===== src/rtl/aes_pkg.sv =====
// Shared AES definitions: sizes, Rcon constants, round/word types and GF(2^8) helpers.
package aes_pkg;

  localparam int unsigned AES_NR     = 10;
  localparam int unsigned AES_KEY_W  = 128;
  localparam int unsigned AES_WORD_W = 32;

  localparam logic [7:0] RCON_INIT  = 8'h01;
  localparam logic [7:0] XTIME_POLY = 8'h1b;

  typedef logic [3:0]            round_t;
  typedef logic [AES_WORD_W-1:0] word_t;

  typedef enum logic {EMPTY, READY} ks_state_t;

  function automatic logic [7:0] xtime(input logic [7:0] b);
    return {b[6:0], 1'b0} ^ (b[7] ? XTIME_POLY : 8'h00);
  endfunction

  // Shift-and-add multiply in GF(2^8) modulo x^8+x^4+x^3+x+1.
  function automatic logic [7:0] gf_mul(input logic [7:0] a, input logic [7:0] b);
    logic [7:0] p;
    logic [7:0] aa;
    p  = '0;
    aa = a;
    for (int unsigned i = 0; i < 8; i++) begin
      if (b[i]) p = p ^ aa;
      aa = xtime(aa);
    end
    return p;
  endfunction

endpackage


===== src/rtl/aes_sbox.sv =====
// Combinational AES forward S-box: multiplicative inverse followed by the affine map.
module aes_sbox
  import aes_pkg::*;
(
  input  logic [7:0] data,
  output logic [7:0] sub
);

  logic [7:0] x2, x3, x6, x12, x15, x30, x60, x120, x240, inv;

  // Inverse computed as data^254 (maps 0 to 0 as required).
  assign x2   = gf_mul(data, data);
  assign x3   = gf_mul(x2, data);
  assign x6   = gf_mul(x3, x3);
  assign x12  = gf_mul(x6, x6);
  assign x15  = gf_mul(x12, x3);
  assign x30  = gf_mul(x15, x15);
  assign x60  = gf_mul(x30, x30);
  assign x120 = gf_mul(x60, x60);
  assign x240 = gf_mul(x120, x120);
  assign inv  = gf_mul(gf_mul(x240, x12), x2);

  assign sub = inv
             ^ {inv[6:0], inv[7]}
             ^ {inv[5:0], inv[7:6]}
             ^ {inv[4:0], inv[7:5]}
             ^ {inv[3:0], inv[7:4]}
             ^ 8'h63;

endmodule


===== src/rtl/aes_key_schedule.sv =====
// On-the-fly AES-128 key expansion: holds one round key plus Rcon and steps on advance.
module aes_key_schedule
  import aes_pkg::*;
#(
  parameter int unsigned KEY_W      = AES_KEY_W,
  parameter int unsigned LAST_ROUND = AES_NR
) (
  input  logic             clk,
  input  logic             rst_n,
  input  logic             load,
  input  logic [KEY_W-1:0] key_in,
  input  logic             advance,
  input  logic [3:0]       round_chk,
  input  logic             clr_err,
  output logic [KEY_W-1:0] round_key,
  output logic [3:0]       key_round,
  output logic             key_valid,
  output logic             last_key,
  output logic             sync_err
);

  localparam round_t LAST = round_t'(LAST_ROUND);

  ks_state_t  state;
  logic [7:0] rcon;
  word_t      w0, w1, w2, w3, sub_rot, temp, n0, n1, n2, n3;
  round_t     next_round;
  logic       at_last, err_set;

  assign w0 = round_key[127:96];
  assign w1 = round_key[95:64];
  assign w2 = round_key[63:32];
  assign w3 = round_key[31:0];

  // SubWord(RotWord(w3)): byte lanes already rotated at the S-box inputs.
  aes_sbox u_sbox0 (.data(w3[23:16]), .sub(sub_rot[31:24]));
  aes_sbox u_sbox1 (.data(w3[15:8]),  .sub(sub_rot[23:16]));
  aes_sbox u_sbox2 (.data(w3[7:0]),   .sub(sub_rot[15:8]));
  aes_sbox u_sbox3 (.data(w3[31:24]), .sub(sub_rot[7:0]));

  assign temp = sub_rot ^ {rcon, 24'h0};
  assign n0   = w0 ^ temp;
  assign n1   = w1 ^ n0;
  assign n2   = w2 ^ n1;
  assign n3   = w3 ^ n2;

  assign next_round = key_round + 4'd1;
  assign at_last    = (key_round == LAST);
  assign key_valid  = (state == READY);

  // The final-round strobe from the controller is expected and must not flag drift.
  assign err_set = advance && !load &&
                   ((state == EMPTY) ||
                    ((round_chk != key_round) && !(at_last && (round_chk == LAST))));

  always_ff @(posedge clk or negedge rst_n) begin
    if (!rst_n) begin
      state     <= EMPTY;
      round_key <= '0;
      key_round <= '0;
      rcon      <= RCON_INIT;
      last_key  <= 1'b0;
      sync_err  <= 1'b0;
    end else begin
      if (load) begin
        state     <= READY;
        round_key <= key_in;
        key_round <= '0;
        rcon      <= RCON_INIT;
        last_key  <= 1'b0;
      end else if (advance && (state == READY) && !at_last) begin
        round_key <= {n0, n1, n2, n3};
        key_round <= next_round;
        rcon      <= xtime(rcon);
        last_key  <= (next_round == LAST);
      end

      if (err_set)      sync_err <= 1'b1;
      else if (clr_err) sync_err <= 1'b0;
    end
  end

endmodule


===== config.mk =====
export PLATFORM = sky130hd
export DESIGN_NAME = aes_key_schedule
export DESIGN_NICKNAME = d
export VERILOG_FILES = /design/src/rtl/aes_pkg.sv /design/src/rtl/aes_sbox.sv /design/src/rtl/aes_key_schedule.sv
export SDC_FILE = /design/constraint.sdc
export NUM_CORES = 2
export LEC_CHECK = 0
export ABC_AREA = 0
export BUFFER_PORTS_ARGS = -buffer_cell sky130_fd_sc_hd__buf_2
export CAP_MARGIN = 10
export CELL_PAD_IN_SITES_DETAIL_PLACEMENT = 1
export CELL_PAD_IN_SITES_GLOBAL_PLACEMENT = 2
export CORE_ASPECT_RATIO = 0.6
export CORE_UTILIZATION = 40
export DETAILED_ROUTE_END_ITERATION = 6
export GPL_TIMING_DRIVEN = 0
export PLACE_DENSITY_LB_ADDON = 0.1
export SYNTH_ARGS = -nofsm -noshare
export SYNTH_HDL_FRONTEND = slang
export SYNTH_HIERARCHICAL = 1
export SYNTH_SLANG_ARGS = --single-unit

===== constraint.sdc =====
create_clock -name clk -period 57.1 [get_ports clk]
set_clock_uncertainty 0.2 [all_clocks]
set_input_delay 8.565 -clock clk [delete_from_list [all_inputs] [get_ports clk]]
set_output_delay 8.565 -clock clk [all_outputs]
set_load 0.01 [all_outputs]

==> results.py <==
metrics = {
    "worst_hold_path": {
        "min_to": "sync_err$_DFFE_PN0P_",
        "holdCritStartpoint": "sync_err$_DFFE_PN0P_",
        "worstHoldPathType": "reg2reg",
        "holdPathStages": 1,
    },
    "grt": {
        "grt_max_degree": 105,
        "antenna_found_initial": 7,
        "grt_overflow_total": 0,
        "grt_pass1_wl_mm": 298,
        "grt_usage_pct": 29.3,
        "grt_pass1_vias": 46900,
    },
    "yosys": {
        "ys_seq_elements": 143,
        "seq_area_frac_synth_pct": 6.92,
        "yosys_warnings": 6,
        "yosys.area.top_type": "xnor2_1",
        "synthTopCellsByArea": "xnor2_1, xnor3_1, dfrtp_1, xor2_1, nor2_1",
        "synth_cell_type_count": 101,
        "async_flop_share_pct": 100,
        "synth_ff_type": "dfrtp_1",
        "synth_top_cell_area_share_pct": 19.2,
        "netlist_area_sq_mm": 0.0518,
        "syn-num-nets": 6389,
        "synth-edff-count": 0,
        "syn_inst": 6221,
        "post_synth.cell_area_avg_sq_um": 8.32,
    },
    "detailed_routing": {
        "first_iter_violations": 4090,
        "vias": 47700,
        "drt-total-wl_mm": 197,
        "drt-vias-per-instance": 5.80,
        "ant_nets": 0,
        "drtPass1Iterations": 5,
        "route.detailed.drc": 0,
        "wl_per_cell_microns": 24.0,
    },
    "critical_path": {
        "reg2reg_slack_ns": 32.32,
        "cp_top_family": "XOR/XNOR gates",
        "cpMaxStageDelayCell": "xnor2_1",
        "worstReg2RegEnd": "round_key[0]$_DFFE_PN0P_",
        "max_stage_delay_ns": 0.85,
        "r2r-start": "round_key[24]$_DFFE_PN0P_",
        "critPathBufInv": 13,
        "worstSetupPathType": "reg2reg",
        "cp-start-kind": "flip-flop",
        "crit_path_end_kind": "flip-flop",
        "path_max_fanout": 10,
        "cp.arrival_ns": 24.96,
        "cpMostUsedCell": "xnor2_1",
        "cp.required_ns": 57.28,
        "reg2reg_depth": 71,
    },
    "cts": {
        "path_clk_slew_ns": 0.07,
        "cts_made_buffers": 17,
        "clockBufferDepth": 2,
        "cts-root-buf": "clkbuf_16",
        "ctsResizeCount": 0,
        "htreeDepth": 4,
        "cts_setup_buffers": 0,
        "cts_tree": "yes",
        "clock-sinks": 143,
        "clk_latency_ns": 0.47,
        "hold_buffers": 0,
    },
    "placed_design": {
        "hpwlAfterDp_mm": 160,
        "placed_area_sq_mm": 0.0553,
        "gp_congestion": 0.933,
        "dp_cells": 8191,
        "place_ws_ns": 32.82,
        "io_buffers": 270,
    },
    "layout": {
        "fin_area_sq_mm": 0.0559,
        "final_cell_mix": "xnor2_1, nor2_1, nand2_1, xor2_1, buf_2",
        "instances_no_fill": 8228,
        "drive_above_1_share_pct": 13.5,
        "final_common_cell": "xnor2_1",
        "nets": 6682,
        "syn2layout_area_growth_pct": 7.96,
    },
    "die": {
        "fp.dieH_microns": 281,
        "coreArea_sq_mm": 0.127,
        "row_count": 101,
        "io_pins": 272,
        "start_util_pct": 40.6,
        "fp.dieArea_sq_mm": 0.131,
        "die_w_microns": 466,
    },
    "sta": {
        "fin_tns_setup_ns": 0,
        "fmax_mhz": 40.4,
        "slew_violations": 0,
        "setup-violations-final": 0,
        "worst_slack_ns": 32.32,
        "slew_headroom_pct": 16.5,
        "tightestPinTransition_ns": 1.24,
        "fin_crit_ns": 24.78,
        "finalHoldViolations": 0,
        "rsz0062_at_grt": "no",
        "period_share_pct": 43.4,
    },
    "job": {
        "cap_violations": 0,
    },
    "outcome": {
        "status": "completed",
    },
}
[cell families (layout without fill, tap and decap cells)]
group	after synthesis	after routing	synth area share [%]
other	0	2	0
XOR/XNOR	2078	2078	48.6
AO/OA/AOI/OAI	1222	1222	16.3
flip-flops	143	143	6.92
adder cells (fa/ha/maj)	31	31	0.749
AND/OR/NAND/NOR	2082	2082	19.3
multiplexers	200	200	3.95
buffers and inverters	465	771	4.15
[worst register-to-register path, delay by kind of cell (launching register included)]
family	cells	cell delay [ns]
XOR/XNOR	37	15.71
buffers and inverters	13	3.45
adder cells (fa/ha/maj)	6	1.90
AND/OR/NAND/NOR	10	1.64
AO/OA/AOI/OAI	4	0.96
flip-flops	1	0.70
multiplexers	1	0.10
[Yosys cell counts, types with 24 or more instances]
cell / instances
nand2_1: 605
xor2_2: 36
mux2i_1: 164
nor2b_1: 56
ha_1: 31
a211oi_1: 68
xnor3_2: 28
xor2_1: 398
nand4_1: 33
xnor3_1: 268
o211ai_1: 53
buf_4: 49
xnor2_1: 1136
nor3b_1: 25
nor3_1: 142
nor4_1: 25
xnor2_2: 103
nand3b_1: 25
o21ai_0: 240
a211o_1: 24
buf_2: 106
a21oi_1: 274
nor2_1: 632
xor3_1: 64
or3_1: 84
a31oi_1: 80
and3_1: 60
dfrtp_1: 142
inv_1: 76
o21ai_1: 49
mux2_2: 28
xnor2_4: 33
and2_1: 45
clkbuf_1: 175
a21o_1: 44
a311oi_1: 24
nand3_1: 150
o22ai_1: 68
nand2b_1: 64
nor2_2: 25
buf_1: 26
[area by class of cell]
class / instances / area, sq um
fillers: 15400 / 71500
multi-input cells: 5613 / 46000
flip-flops and latches: 143 / 3580
well taps: 1699 / 2130
plain buffers: 369 / 1790
repair buffers: 274 / 1410
clock buffers: 17 / 425
inverters: 96 / 360
clock inverters: 15 / 153
diodes: 2 / 5.00
[sequential cells by signal, summed over array words and instances (netlist names)]
signal and flops:
key_valid 1, rcon 8, round_key 128, key_round 4
sync_err 1, last_key 1
[routing by layer]
layer	track usage, %	routed length (microns)	vias to the layer above
met4	6.41	4270	6
met5	0	40	-
met1	45.9	100000	23900
met3	5.22	13800	148
met2	40.5	78600	1404
li1	-	-	22200
[through the flow]
step           hold slack, ns  util (%)
2_1_floorplan           0.296         -
3_3_place_gp            0.275      43.4
3_5_place_dp            0.298      43.4
4_1_cts                 0.312      43.9
5_1_grt                 0.345      43.9
6_report                0.317      43.9
[how the worst max path moves through the flow]
stage,start,end,cells after the start
floorplan,round_key[16]$_DFFE_PN0P_,round_key[28]$_DFFE_PN0P_,70
global placement,round_key[24]$_DFFE_PN0P_,round_key[0]$_DFFE_PN0P_,71
detailed placement,round_key[24]$_DFFE_PN0P_,round_key[0]$_DFFE_PN0P_,71
CTS,round_key[24]$_DFFE_PN0P_,round_key[0]$_DFFE_PN0P_,71
global route,round_key[9]$_DFFE_PN0P_,round_key[19]$_DFFE_PN0P_,72
finish,round_key[24]$_DFFE_PN0P_,round_key[0]$_DFFE_PN0P_,71
Power is left out: the tool's default activity adds up to more than one toggle a clock period on the data nets, which glitch-free logic cannot reach.
